## config.mk

```make
export PLATFORM = sky130hd
export DESIGN_NAME = anim_sequencer
export DESIGN_NICKNAME = d
export VERILOG_FILES = /design/src/rtl/anim_sequencer.sv
export SDC_FILE = /design/constraint.sdc
export NUM_CORES = 1
export LEC_CHECK = 0
export ABC_AREA = 1
export ABC_CLOCK_PERIOD_IN_PS = 2700
export BUFFER_PORTS_ARGS = -buffer_cell sky130_fd_sc_hd__buf_2
export CAP_MARGIN = 30
export CORE_MARGIN = 4
export CORE_UTILIZATION = 55
export DETAILED_ROUTE_END_ITERATION = 10
export GPL_ROUTABILITY_DRIVEN = 0
export PLACE_DENSITY = 0.77
export SYNTH_ARGS = -nofsm -noshare
export SYNTH_HDL_FRONTEND = slang
export SYNTH_SLANG_ARGS = --single-unit
```

## constraint.sdc

```tcl
create_clock -name clk_in -period 2.7 [get_ports clk_in]
set_input_delay 0 -clock clk_in [delete_from_list [all_inputs] [get_ports clk_in]]
set_output_delay 0 -clock clk_in [all_outputs]
set_load 0.01 [all_outputs]
```

## src/rtl/anim_sequencer.sv

```systemverilog
// Keyframe animation sequencer: a period counter drives the live frame index
// according to the playback mode, and a consumer-paced point stream walks the
// points of the frame in use, producing the keyframe ROM address.
//
// Ping-pong direction register:
//   state    | meaning
//   DIR_UP   | next ping-pong step increments the frame
//   DIR_DOWN | next ping-pong step decrements the frame
module anim_sequencer #(
    parameter int N_FRAMES = 4,
    parameter int N_POINTS = 48,
    parameter int PERIOD_W = 23,
    parameter int FRAME_W  = (N_FRAMES > 1) ? $clog2(N_FRAMES) : 1,
    parameter int POINT_W  = (N_POINTS > 1) ? $clog2(N_POINTS) : 1,
    parameter int ADDR_W   = (N_FRAMES * N_POINTS > 1) ? $clog2(N_FRAMES * N_POINTS) : 1
) (
    input  logic                clk_in,
    input  logic                rst_in,
    input  logic [1:0]          mode_in,
    input  logic [PERIOD_W-1:0] period_in,
    input  logic                pause_in,
    input  logic                restart_in,
    input  logic                next_point_in,
    output logic [FRAME_W-1:0]  frame_live_out,
    output logic [FRAME_W-1:0]  frame_out,
    output logic [POINT_W-1:0]  point_idx_out,
    output logic [ADDR_W-1:0]   rom_addr_out,
    output logic                point_last_out,
    output logic                frame_tick_out,
    output logic                done_out
);

    localparam logic [1:0] MODE_LOOP     = 2'b00;
    localparam logic [1:0] MODE_PINGPONG = 2'b01;
    localparam logic [1:0] MODE_ONESHOT  = 2'b10;
    localparam logic [1:0] MODE_HOLD     = 2'b11;

    localparam logic [0:0] DIR_UP   = 1'b0;
    localparam logic [0:0] DIR_DOWN = 1'b1;

    localparam logic [FRAME_W-1:0] LAST_FRAME = FRAME_W'(N_FRAMES - 1);
    localparam logic [POINT_W-1:0] LAST_POINT = POINT_W'(N_POINTS - 1);

    logic [PERIOD_W-1:0] cnt;
    logic [PERIOD_W-1:0] period_m1;
    logic [FRAME_W-1:0]  frame_live;
    logic [FRAME_W-1:0]  frame_next;
    logic [FRAME_W-1:0]  frame_use;
    logic [POINT_W-1:0]  point_idx;
    logic [0:0]          dir;
    logic [0:0]          dir_eff;
    logic [0:0]          dir_next;
    logic                done;
    logic                done_next;
    logic                tick;
    logic                counting;
    logic                advance;

    // Advance decision and next frame/direction/done for the current mode.
    always_comb begin
        period_m1  = (period_in == '0) ? '0 : period_in - 1'b1;
        counting   = !pause_in && (mode_in != MODE_HOLD) && !done;
        advance    = counting && (cnt >= period_m1);
        frame_next = frame_live;
        dir_next   = dir;
        done_next  = done;
        // A mode switch can leave the frame at an end with the direction
        // still pointing outward; the ends always force the direction inward.
        dir_eff    = (frame_live == LAST_FRAME) ? DIR_DOWN :
                     (frame_live == '0)         ? DIR_UP   : dir;
        if (advance) begin
            case (mode_in)
                MODE_LOOP: begin
                    frame_next = (frame_live == LAST_FRAME) ? '0 : frame_live + 1'b1;
                end
                MODE_PINGPONG: begin
                    if (N_FRAMES > 1) begin
                        frame_next = (dir_eff == DIR_UP) ? frame_live + 1'b1 : frame_live - 1'b1;
                        dir_next   = (frame_next == LAST_FRAME) ? DIR_DOWN :
                                     (frame_next == '0)         ? DIR_UP   : dir_eff;
                    end
                end
                MODE_ONESHOT: begin
                    if (frame_live != LAST_FRAME) begin
                        frame_next = frame_live + 1'b1;
                    end
                    if (frame_next == LAST_FRAME) begin
                        done_next = 1'b1;
                    end
                end
                default: begin
                end
            endcase
        end
    end

    // Period counter, live frame, direction, done flag and tick pulse.
    always_ff @(posedge clk_in or posedge rst_in) begin
        if (rst_in) begin
            cnt        <= '0;
            frame_live <= '0;
            dir        <= DIR_UP;
            done       <= 1'b0;
            tick       <= 1'b0;
        end else if (restart_in) begin
            cnt        <= '0;
            frame_live <= '0;
            dir        <= DIR_UP;
            done       <= 1'b0;
            tick       <= 1'b0;
        end else begin
            if (advance) begin
                cnt <= '0;
            end else if (counting) begin
                cnt <= cnt + 1'b1;
            end
            frame_live <= frame_next;
            dir        <= dir_next;
            done       <= done_next;
            tick       <= advance;
        end
    end

    // The stream picks up a new frame only on the point wrap; frame_next
    // already equals frame_live when no advance happens this cycle.
    assign frame_use = frame_next;

    // Point index and the frame used by the point stream.
    always_ff @(posedge clk_in or posedge rst_in) begin
        if (rst_in) begin
            point_idx <= '0;
            frame_out <= '0;
        end else if (restart_in) begin
            point_idx <= '0;
            frame_out <= '0;
        end else if (next_point_in) begin
            if (point_idx == LAST_POINT) begin
                point_idx <= '0;
                frame_out <= frame_use;
            end else begin
                point_idx <= point_idx + 1'b1;
            end
        end
    end

    assign frame_live_out = frame_live;
    assign point_idx_out  = point_idx;
    assign frame_tick_out = tick;
    assign done_out       = done;
    assign point_last_out = (point_idx == LAST_POINT);
    assign rom_addr_out   = ADDR_W'(frame_out) * ADDR_W'(N_POINTS) + ADDR_W'(point_idx);

endmodule

```

==> impl_results.rst <==
.. list-table::
   :header-rows: 1

   * - Metric
     - Value
   * - Worst min path class
     - primary input to flop
   * - Die area
     - between 7000 and 8000 um2
   * - Post-place instance area
     - between 3000 and 4000 um2
   * - Count of max-cap constraint violations
     - 0
   * - Vias per cell
     - roughly 5.2
   * - Asr flop ratio synth
     - 1.00
   * - Setup Viol. Count Final
     - 0
   * - Total of buffers placed on input and output ports
     - 50
   * - Antenna Nets Post-Route
     - 0
   * - Number of iterations in the first detailed-routing pass
     - 4
   * - Number of enable-type register cells in the synthesized netlist
     - 0
   * - Detailed-route via count
     - between 3000 and 4000
   * - Floorplan row count
     - 28
   * - Total count of hold-check failures in the final report
     - 0
   * - Worst max-slew margin expressed relative to the limit
     - 0.616
   * - Inserted Diodes
     - 0
   * - Count of boundary I/O pins
     - 51
   * - Slew @ Worst Pin
     - around 0.57 ns
   * - Worst setup slack for register-to-register paths
     - between 0.7 and 0.8 ns
   * - Area contributors post-synth
     - sky130_fd_sc_hd__dfrtp_1 27%, sky130_fd_sc_hd__ha_1 12%, sky130_fd_sc_hd__nand2_1 12%
   * - Final clock skew
     - ~0.012 ns
   * - Cell type with the largest total area after synthesis
     - sky130_fd_sc_hd__dfrtp_1
   * - Final-report max-slew violation count
     - 0
   * - Vias in the first global route
     - just over 3000
   * - Number of placed instances, taps included
     - approximately 620
   * - Drc violations
     - 0
   * - Number of distinct library cells after synthesis
     - 42
   * - Number of buffers added by the clock tree synthesis step
     - 5
   * - Util after Layout
     - 0.658
   * - Post-layout instance area
     - 3870 um2
   * - Number of storage elements in the synthesis netlist
     - 36
   * - Largest net degree at the start of global routing
     - 37
   * - Number of levels in the clock H-tree
     - 2
   * - Cell area after synthesis
     - 3320 um2
   * - Number of setup buffers added after CTS
     - 0
   * - Source-to-sink clock delay at the later pin of the worst-skew pair
     - just under 0.3 ns
   * - Antenna violations before repair
     - 0
   * - Clock-pin slew of the registers on the worst-case setup and hold paths
     - around 0.080 ns
   * - Setup TNS
     - 0 ns
   * - Detailed Place HPWL
     - ~6000 um
   * - Effective utilization at floorplan
     - 0.564
   * - YS warnings
     - 0
   * - Proportion of netlist area held by the largest area contributor
     - 0.272
   * - Average size of a mapped cell
     - 6.88 um2
   * - Multi-input gate area
     - ~2100 um2
   * - Count of nets after finishing
     - about 620
   * - Crit end category
     - flop
   * - # clock sinks
     - 36
   * - Sequential fraction of the synthesis area
     - 0.272
   * - WL per Instance
     - around 12 um
   * - Final Instance Count excl. Fillers
     - 627
   * - First-pass GRT wire length
     - 13200 um
   * - Share of final-layout standard cells stronger than drive strength 1
     - 0.181
   * - Fmax achieved
     - roughly 410 MHz
   * - Outcome
     - complete, no violations
   * - Clock tree from TritonCTS
     - yes
   * - Root Buffer Master
     - sky130_fd_sc_hd__clkbuf_8
   * - X dimension of the die
     - around 86 um
   * - Crit path arrival time
     - between 2 and 3 ns
   * - CTS max path bufs
     - 2
   * - Count of mapped cells out of synthesis
     - around 480
   * - CP Class
     - primary input to flop
   * - Static leakage power
     - ~2.2 nW
   * - Post-synthesis to final-layout area growth
     - 16.7%
   * - Die boundary height
     - approximately 86 um
   * - Sum of routed wire length over all layers
     - roughly 7500 um
   * - Worst supply voltage drop on vdd
     - between 0.4 and 0.5 mV
   * - Worst Path Max Fanout
     - 13
   * - Iteration-0 DRC Markers
     - approximately 120
   * - Required time of the critical path
     - a little under 3 ns
   * - Core Area
     - between 5000 and 6000 um2
   * - Power density over the cells
     - around 300 nW/um2
   * - Grt total ovfl
     - 0
   * - Top flip-flop cell by instance count after synthesis
     - sky130_fd_sc_hd__dfrtp_1
   * - Filler cell count
     - around 500
   * - Startpoint class of the critical path
     - primary input
   * - Final min period
     - 2.42 ns
   * - Total nets after synthesis
     - about 550
   * - FF+latch area
     - between 900 and 1000 um2
   * - Global-route usage over all layers
     - 0.216
   * - Final period util
     - 0.895
layout by cell type (no fill, tap or decap), types with 2 or more instances in the layout:
cell type and n:
sky130_fd_sc_hd__nor3b_1 2, sky130_fd_sc_hd__a21oi_1 16, sky130_fd_sc_hd__inv_1 65, sky130_fd_sc_hd__nand3_2 2, sky130_fd_sc_hd__buf_4 18, sky130_fd_sc_hd__a31o_2 2, sky130_fd_sc_hd__xnor2_1 6, sky130_fd_sc_hd__nor2_2 3
sky130_fd_sc_hd__nand2_2 7, sky130_fd_sc_hd__a21o_1 3, sky130_fd_sc_hd__clkbuf_8 6, sky130_fd_sc_hd__or2_2 4, sky130_fd_sc_hd__nor4_1 4, sky130_fd_sc_hd__ha_1 33, sky130_fd_sc_hd__nand4_1 10, sky130_fd_sc_hd__o21ai_0 13
sky130_fd_sc_hd__nor2_1 77, sky130_fd_sc_hd__xor2_1 17, sky130_fd_sc_hd__dfrtp_1 36, sky130_fd_sc_hd__nor3_1 16, sky130_fd_sc_hd__nand2_1 104, sky130_fd_sc_hd__nor2_4 2, sky130_fd_sc_hd__nand3_1 33, sky130_fd_sc_hd__dlygate4sd3_1 3
sky130_fd_sc_hd__buf_2 50
cell families (layout without fill, tap and decap cells):
family / after synthesis / in the layout / synth area share
simple gates: 269 / 269 / 0.364
buf+inv: 75 / 145 / 0.0924
compound gates: 44 / 44 / 0.0777
flops: 36 / 36 / 0.272
fa+ha+maj: 34 / 34 / 0.131
xor+xnor: 23 / 23 / 0.0607
mux: 1 / 1 / 0.00302
power breakdown:
part | internal [mW] | switching, mW | total [mW]
Combinational | 0.0796 | 0.124 | 0.203
Sequential | 0.546 | 0.00878 | 0.555
Clock | 0.207 | 0.193 | 0.401
Total | 0.833 | 0.326 | 1.16
what timing repair did:
| item | in CTS | in global routing |
|---|---|---|
| endpoints found under the setup margin | 0 | 12 |
| endpoints found under the hold margin | 39 | 0 |
| hold buffers | 3 | 0 |
| gates resized for setup | 0 | 4 |
metal layers:
metal,vias up,share of wire,global-route usage
li1,1692,-,-
met1,1469,0.45,0.282
met2,92,0.48,0.374
met3,10,0.052,0.0269
met4,0,0.014,0.0662
met5,-,0,0
per-stage QoR:
stage | hold slack (ns) | power [mW] | setup slack [ns]
after floorplan | 0.0964 | 0.688 | 0.208
after global placement | 0.124 | 0.759 | 0.0660
after detailed placement | 0.133 | 0.765 | -0.0216
after CTS | 0.133 | 1.17 | 0.258
after global routing | 0.194 | 1.23 | -0.00988
final | 0.138 | 1.16 | 0.283
path summary, 6_finish.rpt:
path / from / to / cells past startpoint
setup / recovery: period_in[0] / cnt[4] / 23
hold / removal: mode_in[1] / dir / 4
setup reg to reg: cnt[14] / dir / 12
hold reg to reg: point_idx_out[1] / point_idx_out[1] / 2
max in group asynchronous: rst_in / cnt[18] / 4
min in group asynchronous: rst_in / cnt[5] / 4
cell usage after synthesis (2+ instances only):
cell type,count
sky130_fd_sc_hd__ha_1,33
sky130_fd_sc_hd__nor3b_1,2
sky130_fd_sc_hd__nand2_1,105
sky130_fd_sc_hd__buf_2,2
sky130_fd_sc_hd__buf_4,4
sky130_fd_sc_hd__nand3_2,2
sky130_fd_sc_hd__a21oi_1,16
sky130_fd_sc_hd__xnor2_1,6
sky130_fd_sc_hd__clkbuf_1,2
sky130_fd_sc_hd__nor2_1,78
sky130_fd_sc_hd__nand2_2,6
sky130_fd_sc_hd__xor2_1,17
sky130_fd_sc_hd__nand3_1,33
sky130_fd_sc_hd__a21o_1,3
sky130_fd_sc_hd__nor2_2,3
sky130_fd_sc_hd__dfrtp_1,36
sky130_fd_sc_hd__o21ai_0,14
sky130_fd_sc_hd__nor3_1,16
sky130_fd_sc_hd__a31o_2,2
sky130_fd_sc_hd__nor4_1,4
sky130_fd_sc_hd__or2_2,4
sky130_fd_sc_hd__inv_1,65
sky130_fd_sc_hd__nand4_1,10
flip-flops by register name, indices dropped and copies added (netlist names):
| register | count |
|---|---|
| cnt | 23 |
| point_idx_out | 6 |
| frame_live_out | 2 |
| frame_out | 2 |
| dir | 1 |
| done_out | 1 |
| frame_tick_out | 1 |
worst max-delay path: stages:
cell and delay (ns):
sky130_fd_sc_hd__buf_2 0.09, sky130_fd_sc_hd__inv_1 0.11, sky130_fd_sc_hd__ha_1 0.19, sky130_fd_sc_hd__nand2_1 0.10
sky130_fd_sc_hd__nor2_4 0.15, sky130_fd_sc_hd__nand2_1 0.09, sky130_fd_sc_hd__nor3_2 0.20, sky130_fd_sc_hd__nand2_2 0.11
sky130_fd_sc_hd__o21ai_1 0.13, sky130_fd_sc_hd__nand2_1 0.06, sky130_fd_sc_hd__ha_1 0.29, sky130_fd_sc_hd__nand2_1 0.12
sky130_fd_sc_hd__inv_1 0.05, sky130_fd_sc_hd__nand2_1 0.06, sky130_fd_sc_hd__nand2_1 0.05, sky130_fd_sc_hd__nand2_1 0.05
sky130_fd_sc_hd__nand2_1 0.06, sky130_fd_sc_hd__nor2_1 0.11, sky130_fd_sc_hd__nand3_2 0.10, sky130_fd_sc_hd__nand2_2 0.08
sky130_fd_sc_hd__nand2_2 0.05, sky130_fd_sc_hd__buf_4 0.18, sky130_fd_sc_hd__nor3b_1 0.19
final cells by class:
class	instances	share of cell area
multi-input cells	371	0.548
flip-flops and latches	36	0.233
repair buffers	71	0.107
inverters	66	0.0640
well taps	75	0.0242
clock buffers	7	0.0223
clock inverters	1	0.00194
Note: power is estimated with default switching activity, not from simulation.
